File: config.mk
export PLATFORM = sky130hd
export DESIGN_NAME = dac5571_wave_sched
export DESIGN_NICKNAME = d
export VERILOG_FILES = /design/src/rtl/dac5571_wave_sched.sv
export SDC_FILE = /design/constraint.sdc
export NUM_CORES = 1
export LEC_CHECK = 0
export ABC_AREA = 1
export CELL_PAD_IN_SITES_DETAIL_PLACEMENT = 1
export CELL_PAD_IN_SITES_GLOBAL_PLACEMENT = 1
export CORE_UTILIZATION = 47
export DETAILED_ROUTE_END_ITERATION = 6
export DONT_BUFFER_PORTS = 1
export PLACE_DENSITY = 0.85
export SETUP_SLACK_MARGIN = 0.4
export SLEW_MARGIN = 0
export SYNTH_ARGS = -nofsm -noshare
export SYNTH_HDL_FRONTEND = slang
export SYNTH_SLANG_ARGS = --single-unit
File: constraint.sdc
create_clock -name sclk -period 5.8 [get_ports sclk]
set_input_delay 0.58 -clock sclk [delete_from_list [all_inputs] [get_ports sclk]]
set_output_delay 0.58 -clock sclk [all_outputs]
set_load 0.005 [all_outputs]
File: src/rtl/dac5571_wave_sched.sv
// Waveform scheduler for a DAC5571 write engine: on every update tick it computes
// the next code (hold, sawtooth or triangle) and hands it to the engine.
`timescale 1ns/1ps
module dac5571_wave_sched #(
  parameter int UPDATE_DIV  = 50_000,
  parameter int TIMEOUT_CYC = 100_000
) (
  input  logic       sclk,
  input  logic       nrst,
  input  logic       enable,
  input  logic [1:0] mode,
  input  logic [7:0] step,
  input  logic [7:0] hold_vol,
  output logic [7:0] voltage,
  output logic       set_trig,
  input  logic       set_done,
  output logic [7:0] cur_vol,
  output logic       busy,
  output logic       err,
  output logic       overrun
);

  localparam int CNT_W = (UPDATE_DIV > 1) ? $clog2(UPDATE_DIV) : 1;
  localparam int TO_W  = (TIMEOUT_CYC > 1) ? $clog2(TIMEOUT_CYC) : 1;
  localparam logic [CNT_W-1:0] CNT_MAX = CNT_W'(UPDATE_DIV - 1);
  localparam logic [TO_W-1:0]  TO_MAX  = TO_W'(TIMEOUT_CYC - 1);

  localparam logic [1:0] MODE_SAW = 2'b01;
  localparam logic [1:0] MODE_TRI = 2'b10;

  typedef enum logic [1:0] {
    IDLE,
    WAIT_TICK,
    ISSUE,
    WAIT_DONE
  } state_t;

  state_t           state_q, state_d;
  logic [CNT_W-1:0] cnt_q, cnt_d;
  logic [TO_W-1:0]  to_q, to_d;
  logic [7:0]       voltage_q, voltage_d;
  logic [7:0]       cur_vol_q, cur_vol_d;
  logic             set_trig_q, set_trig_d;
  logic             busy_q, busy_d;
  logic             err_q, err_d;
  logic             overrun_q, overrun_d;
  logic             dir_down_q, dir_down_d;
  logic             first_wr_q, first_wr_d;
  logic             en_prev_q, en_prev_d;

  logic       tick;
  logic       en_rise;
  logic       writing;
  logic [8:0] sum9;
  logic [7:0] tri_up;
  logic [7:0] tri_dn;
  logic [7:0] wave_next;
  logic       dir_next;
  logic       hold_mode;
  logic       hold_skip;

  assign tick    = (state_q != IDLE) && (cnt_q == CNT_MAX);
  assign en_rise = enable & ~en_prev_q;
  assign writing = (state_q == ISSUE) || (state_q == WAIT_DONE);

  // Triangle rising edge saturates at full scale via the 9-bit carry.
  assign sum9   = {1'b0, cur_vol_q} + {1'b0, step};
  assign tri_up = sum9[8] ? 8'hFF : sum9[7:0];
  assign tri_dn = (cur_vol_q >= step) ? (cur_vol_q - step) : 8'h00;

  always_comb begin
    wave_next = hold_vol;
    dir_next  = dir_down_q;
    case (mode)
      MODE_SAW: wave_next = sum9[7:0];
      MODE_TRI: begin
        if (!dir_down_q) begin
          wave_next = tri_up;
          if (tri_up == 8'hFF) dir_next = 1'b1;
        end else begin
          wave_next = tri_dn;
          if (tri_dn == 8'h00) dir_next = 1'b0;
        end
      end
      default: wave_next = hold_vol;
    endcase
  end

  assign hold_mode = (mode != MODE_SAW) && (mode != MODE_TRI);
  assign hold_skip = hold_mode && (wave_next == cur_vol_q) && !first_wr_q;

  always_comb begin
    state_d    = state_q;
    to_d       = to_q;
    voltage_d  = voltage_q;
    cur_vol_d  = cur_vol_q;
    set_trig_d = 1'b0;
    busy_d     = busy_q;
    err_d      = 1'b0;
    overrun_d  = overrun_q;
    dir_down_d = dir_down_q;
    first_wr_d = first_wr_q;
    en_prev_d  = enable;
    cnt_d      = (state_q == IDLE || tick) ? '0 : cnt_q + CNT_W'(1);

    if (en_rise) overrun_d = 1'b0;

    case (state_q)
      IDLE: begin
        if (enable) begin
          state_d    = WAIT_TICK;
          overrun_d  = 1'b0;
          first_wr_d = 1'b1;
        end
      end
      WAIT_TICK: begin
        if (!enable) begin
          state_d = IDLE;
        end else if (tick) begin
          voltage_d  = wave_next;
          dir_down_d = dir_next;
          if (!hold_skip) begin
            state_d    = ISSUE;
            set_trig_d = 1'b1;
            busy_d     = 1'b1;
          end
        end
      end
      ISSUE: begin
        state_d = WAIT_DONE;
        to_d    = '0;
      end
      WAIT_DONE: begin
        if (set_done) begin
          cur_vol_d  = voltage_q;
          first_wr_d = 1'b0;
          busy_d     = 1'b0;
          state_d    = enable ? WAIT_TICK : IDLE;
        end else if (to_q == TO_MAX) begin
          err_d   = 1'b1;
          busy_d  = 1'b0;
          state_d = enable ? WAIT_TICK : IDLE;
        end else begin
          to_d = to_q + TO_W'(1);
        end
      end
      default: state_d = IDLE;
    endcase

    // A tick that lands while a write is in flight is dropped, never queued.
    if (tick && writing) overrun_d = 1'b1;
  end

  always_ff @(posedge sclk or negedge nrst) begin
    if (!nrst) begin
      state_q    <= IDLE;
      cnt_q      <= '0;
      to_q       <= '0;
      voltage_q  <= 8'h00;
      cur_vol_q  <= 8'h00;
      set_trig_q <= 1'b0;
      busy_q     <= 1'b0;
      err_q      <= 1'b0;
      overrun_q  <= 1'b0;
      dir_down_q <= 1'b0;
      first_wr_q <= 1'b1;
      en_prev_q  <= 1'b0;
    end else begin
      state_q    <= state_d;
      cnt_q      <= cnt_d;
      to_q       <= to_d;
      voltage_q  <= voltage_d;
      cur_vol_q  <= cur_vol_d;
      set_trig_q <= set_trig_d;
      busy_q     <= busy_d;
      err_q      <= err_d;
      overrun_q  <= overrun_d;
      dir_down_q <= dir_down_d;
      first_wr_q <= first_wr_d;
      en_prev_q  <= en_prev_d;
    end
  end

  assign voltage  = voltage_q;
  assign cur_vol  = cur_vol_q;
  assign set_trig = set_trig_q;
  assign busy     = busy_q;
  assign err      = err_q;
  assign overrun  = overrun_q;

endmodule

==> impl_metrics.yaml, run 1 <==
logic_synthesis:
  netlist_top_cells_area: "dfrtp_1, nand2_1, inv_1, ha_1, nand3_1"
  synth_edf_count: 0
  ys_ff_latch: 58
  synth_warnings: 0
  yosys.area.top_type_share_pct: 33.22
  synth_cells: 600
  syn_avg_cell_area_um2: 7.157
  ys_async_sr_fraction_pct: 100.0
  ys_types: 52
  ys.flop_type: "dfrtp_1"
  yosysTopAreaCell: "dfrtp_1"
  synthesis.area_um2: 4294
  yosysSeqAreaShare_pct: 33.83
  yosysMostFrequentCell: "nand2_1"
  syn_nets: 644
  synth_commonest_cells: "nand2_1, inv_1, dfrtp_1"
global_route:
  overflow: 0
  grt_start_max_net_pins: 58
  antenna_found_initial: 0
  first_global_vias: 4142
  grt_first_pass_wirelength_um: 20290
  gr-usage-all-layers_pct: 26.55
critical_path:
  path_max_fanout: 8
  criticalPathCategory: "flip-flop to flip-flop"
  ff2ff_path_depth: 18
  cp-start-kind: "flip-flop"
  cp-end-kind: "flip-flop"
  crit_arrival_ns: 3.08
  cp.required_ns: 6.02
finish:
  layout-drive-gt1-share_pct: 11.44
  diodes: 0
  final_cells: 711
  nFillCells: 1150
  nets: 642
  syn2layout_area_growth_pct: 6.381
job:
  drv_cap: 0
floorplan:
  die_w_um: 97.59
  core_area_um2: 8763
  fp.dieArea_um2: 9523
  io_pins: 42
  die_height_um: 97.59
  start_util_pct: 49.00
  rows: 34
timing:
  post-route-min-period_ns: 2.864
  drv_slew: 0
  rsz0062_at_grt: "no"
  tightestPinTransition_ns: 0.6837
  whs_ns: 0.08166
  fmaxAchievable_mhz: 349.1
  tns_ns: 0
  setup_viol: 0
  finalHoldViolCount: 0
  skew_ns: 0.009160
  period_share_pct: 49.38
  relSlewSlack_pct: 54.25
clocking:
  cts.sinks: 58
  clock_latency_ns: 0.35
  cts_root_buf: "clkbuf_8"
  tritoncts: "yes"
  postCtsHoldBufs: 1
  htree_levels: 3
  numCtsBuffers: 9
  clk_path_buf_depth: 2
  cts.repair.resized: 0
  cts.clk_slew.worst_paths_ns: 0.07
  cts_setup_buffers: 0
detailed_routing:
  final_antenna_net_count: 0
  drc: 0
  wl_um: 11840
  avgViaCountPerCell: 5.561
  wl_per_cell_um: 16.65
  drt_iter0_markers: 131
  first_pass_iters: 4
  vias: 3954
power:
  p_leak_nw: 2.270
  vdd_ir_drop_max_uv: 136.2
  power.density_nw_per_um2: 215.0
worst_hold_path:
  worstHoldPathType: "input pin to asynchronous set/reset pin"
run_status:
  status: "finished clean"
place:
  gp_congestion: 0.8443
  port_buffers: 0
  dp_cells: 694
  place_hpwl_um: 9008
[final cells by class]
type                       count  area, um^2  share of cell area (%)
clock inverter                 5       77.57                   1.698
tap                          108       135.1                   2.958
clock buffer                  11       141.4                   3.095
inverter                      99       374.1                   8.190
timing repair buffer           1       27.53                  0.6026
sequential                    58        1453                   31.80
multi-input combinational    429        2360                   51.66
[final timing paths]
path                                 start         end  slack [ns]
min in group sclk                   enable   en_prev_q        0.27
max in group asynchronous             nrst  cur_vol[7]        5.45
worst min-delay path                  nrst  first_wr_q        0.08
worst max-delay path            cur_vol[1]   flip-flop        2.94
worst max register to register  cur_vol[1]   flip-flop        2.94
worst min register to register    cnt_q[0]    cnt_q[0]        0.47
[metrics by stage]
stage	setup slack (ns)	total power, mW	area (um^2)	utilization, %
2_1_floorplan	3.348	0.5287	4294	-
3_3_place_gp	3.094	0.5488	4322	49.31
3_5_place_dp	3.002	0.5549	4322	49.31
4_1_cts	2.932	0.9885	4568	52.13
5_1_grt	2.712	1.024	4568	52.13
6_report	2.936	0.9821	4568	52.13
[where the power goes]
group | internal (mW) | switching, mW
Sequential | 0.412 | 0.00648
Combinational | 0.0446 | 0.0956
Clock | 0.252 | 0.171
Total | 0.709 | 0.273
[critical path, cell delays in order (launching register included)]
cell and delay [ns]:
dfrtp_1 0.57, inv_1 0.18, fa_1 0.45, inv_1 0.07, nand3_1 0.09, nand2_2 0.12
nand2_1 0.09, nand3_4 0.12, nand2_2 0.07, nand2_1 0.06, nand3_1 0.10, nand2_1 0.16
nand2_1 0.11, nand2_1 0.07, nand3_1 0.10, nor2_2 0.12, nand3_1 0.09, nand2_1 0.12
nand2_1 0.06
[placed cells by master (no fill, tap or decap), types with 4 or more instances in the layout]
master	n
inv_2	8
nor3_1	9
ha_1	20
xnor2_1	4
o31ai_1	5
clkbuf_8	10
dfrtp_1	57
nor4_1	11
nor2_1	29
inv_1	87
o21ai_0	33
nand4_1	14
nor2_2	8
nand2_1	160
xor2_1	4
nand3_1	50
nor3b_1	7
nand2_2	12
a21oi_1	20
or2_2	7
[state kept, by name, indices dropped and copies added, names as in the netlist, named ones only]
name,flops
cur_vol,8
busy,1
to_q,17
first_wr_q,1
set_trig,1
voltage,8
overrun,1
en_prev_q,1
state_q,1
dir_down_q,1
cnt_q,16
err,1
[cell families (layout without fill, tap and decap cells)]
group	after synthesis	count (layout)	synth area share, %
AO/OA/AOI/OAI	75	75	10.23
XOR/XNOR	8	8	1.632
adder cells (fa/ha/maj)	22	22	6.760
buffers and inverters	113	116	11.22
flip-flops	58	58	33.83
AND/OR/NAND/NOR	324	324	36.33
[routing by layer]
layer | share of wire [%] | global-route usage, % | vias to the layer above
met2 | 47 | 42.44 | 69
met5 | 0 | 0 | -
met1 | 49 | 37.00 | 1928
li1 | - | - | 1944
met3 | 3.0 | 3.957 | 13
met4 | 1.3 | 8.484 | 0
Note: power is estimated with default switching activity, not from simulation.
==> inputs of run 2 (changes only) <==
ABC_AREA = 0   (was 1)
CORE_UTILIZATION = 44   (was 47)
PLACE_DENSITY = 0.8   (was 0.85)
clock period = 2.5 ns   (was 5.8 ns; I/O delays follow)
==> run 2 against run 1 <==
Effect of this change: the flow now finishes with violations (setup timing); clock skew rose by 0.0047 ns; non-clock buffer count rose by 86; global-route usage rose by 5.1 points; fmax rose by 4.9%; first-iteration DRC count rose by 37%; critical path type unchanged.
==> impl_metrics.yaml, run 2 <==
run_status:
  status: "complete, but fails checks"
  violations: "setup timing"
logic_synthesis:
  synthesis.area_um2: 3928
  synth_cells: 450
  yosysTopAreaCell: "dfrtp_1"
  yosysSeqAreaShare_pct: 36.99
  ys_ff_latch: 58
  syn_nets: 494
  yosys.area.top_type_share_pct: 36.32
  ys_async_sr_fraction_pct: 100.0
  yosysMostFrequentCell: "dfrtp_1"
  ys_types: 64
  netlist_top_cells_area: "dfrtp_1, ha_1, xnor2_1, nor2_1, nand2_1"
  ys.flop_type: "dfrtp_1"
  syn_avg_cell_area_um2: 8.728
  synth_edf_count: 0
  synth_commonest_cells: "dfrtp_1, nor2_1, nand2_1"
  synth_warnings: 0
critical_path:
  r2r_start: "cur_vol[0]"
  r2r_slack_ns: -0.23
  cp-start-kind: "flip-flop"
  cp.buffers_inverters: 0
  path_max_fanout: 3
  timing.rr.end: "state_q[0]"
  crit_chain: "ha_4 > fa_2 > nand2b_4 > a211oi_4 > or4_4 > o311a_1 > a31o_2 > nand3b_1 > nand4_1 > a21oi_2"
  ff2ff_path_depth: 10
  criticalPathCategory: "flip-flop to flip-flop"
  path_delay_family: "simple AND/OR/NAND/NOR gates"
  crit_slowest_cell: "dfrtp_2"
  crit_arrival_ns: 3.00
  cp.required_ns: 2.77
  cp_slowest_stage_delay_ns: 0.44
  cp-end-kind: "flip-flop"
clocking:
  tritoncts: "yes"
  clk_path_buf_depth: 2
  numCtsBuffers: 9
  cts_root_buf: "clkbuf_8"
  htree_levels: 3
  clock_latency_ns: 0.35
  cts.sinks: 58
  cts.clk_slew.worst_paths_ns: 0.07
place:
  gp_congestion: 0.8444
  place_hpwl_um: 9399
  port_buffers: 0
  post-place-ws_ns: -0.1726
timing:
  whs_ns: 0.08451
  fmaxAchievable_mhz: 366.3
  period_share_pct: 109.2
  drv_slew: 0
  setup_viol: 9
  tightestPinTransition_ns: 0.5284
  rsz0062_at_grt: "yes"
  tns_ns: -1.462
  fin_ws_ns: -0.2300
  finalHoldViolCount: 0
  relSlewSlack_pct: 64.77
  post-route-min-period_ns: 2.730
  skew_ns: 0.01389
global_route:
  first_global_vias: 4198
  gr-usage-all-layers_pct: 31.69
  grt_first_pass_wirelength_um: 21580
  overflow: 0
  antenna_found_initial: 0
  grt_start_max_net_pins: 59
detailed_routing:
  first_pass_iters: 5
  wl_um: 15360
  drt_iter0_markers: 179
  final_antenna_net_count: 0
  drc: 0
  wl_per_cell_um: 23.78
  vias: 3948
  avgViaCountPerCell: 6.111
worst_hold_path:
  worstHoldPathType: "input pin to flip-flop"
  hold_path_end: "state_q[0]"
  hold-path-cell-count: 2
  holdCritStartpoint: "enable"
finish:
  reg.largest.list: "to_q x17, cnt_q x16"
  post-route-util_pct: 61.84
  diodes: 0
  layout-drive-gt1-share_pct: 33.46
  layout_common_cells: "buf_4, dfrtp_1, nor2_1"
  seqCellArea_um2: 1458
  nets: 577
  regMostFlops: "to_q"
  nFillCells: 972
  final_common_cell: "buf_4"
  syn2layout_area_growth_pct: 36.64
  largest_reg_flops: 17
  multi_input_area_um2: 2730
floorplan:
  start_util_pct: 45.26
  fp.dieArea_um2: 9308
  core_area_um2: 8678
  rows: 34
  io_pins: 42
  die_height_um: 96.48
  die_w_um: 96.48
power:
  vdd_ir_drop_max_uv: 358.1
  p_leak_nw: 2.370
  power.density_nw_per_um2: 540.1
job:
  drv_cap: 0
-- run 2: cell count changes in the layout (fill, tap and decap cells not counted), sizes merged, moves of 7 or more --
cell | before | now
nor2 | 39 | 47
mux2 | 0 | 8
and3 | 1 | 11
buf | 1 | 84
inv | 96 | 29
nand2 | 172 | 37
nand2b | 0 | 7
xor2 | 4 | 15
nor4 | 12 | 5
xnor2 | 4 | 27
nand3 | 54 | 16
or3 | 0 | 9
-- run 2: final cells by class --
type,count,share of cell area [%]
flip-flops and latches,58,27.16
clock buffers,11,2.635
repair buffers,87,13.24
multi-input cells,347,50.87
well taps,108,2.518
inverters,30,2.098
clock inverters,5,1.469
-- run 2: how the worst max path moves through the flow --
stage                from         end  slack, ns  depth (start not counted)
6_report       cur_vol[0]  state_q[0]      -0.23                         10
5_1_grt        cur_vol[0]    set_trig      -0.31                         10
4_1_cts        cur_vol[0]   flip-flop      -0.17                         10
3_5_place_dp   cur_vol[0]   flip-flop      -0.17                         10
3_3_place_gp   cur_vol[0]   flip-flop       -0.1                         10
2_1_floorplan  cur_vol[0]   flip-flop      -0.12                         10
-- run 2: cell families (layout without fill, tap and decap cells) --
family | Yosys count | in the layout | synth area share, %
muxes | 8 | 8 | 2.294
AOI/OAI and AO/OA | 102 | 102 | 17.04
DFF | 58 | 58 | 36.99
adders and majority gates | 22 | 22 | 7.391
xor gates and xnor gates | 42 | 42 | 9.366
buffers and inverters | 45 | 133 | 4.683
and+or+nand+nor | 173 | 173 | 22.24
-- run 2: layer usage --
metal  global-route usage [%]  share of wire, %  vias up
met5                        0                 0        -
met4                    18.63               5.2        0
met3                    6.729               5.5       57
met2                    57.63                53      170
met1                    33.48                36     1977
li1                         -                 -     1744
-- run 2: power by group --
| group | total (mW) | internal (mW) | switching [mW] | leakage, nW |
|---|---|---|---|---|
| registers | 1.04 | 0.981 | 0.0579 | 0.774 |
| clock network | 1.00 | 0.587 | 0.412 | 0.113 |
| logic | 0.860 | 0.389 | 0.471 | 1.48 |
-- run 2: stage by stage --
stage	std cells	cell area (um^2)	total power [mW]
finish	646	5366	2.898
global route	646	5366	3.019
detailed placement	606	4546	1.702
global placement	606	4546	1.670
CTS	638	5115	2.808
floorplan	450	4018	1.437
-- run 2: repair_timing --
item                       CTS  global route
cloned                       0             0
buffers inserted            12             8
gates resized for setup     41            35
hold buffers                 4             0
pin swaps                   24            39
setup endpoints to repair   26            24
hold endpoints to repair    60             0
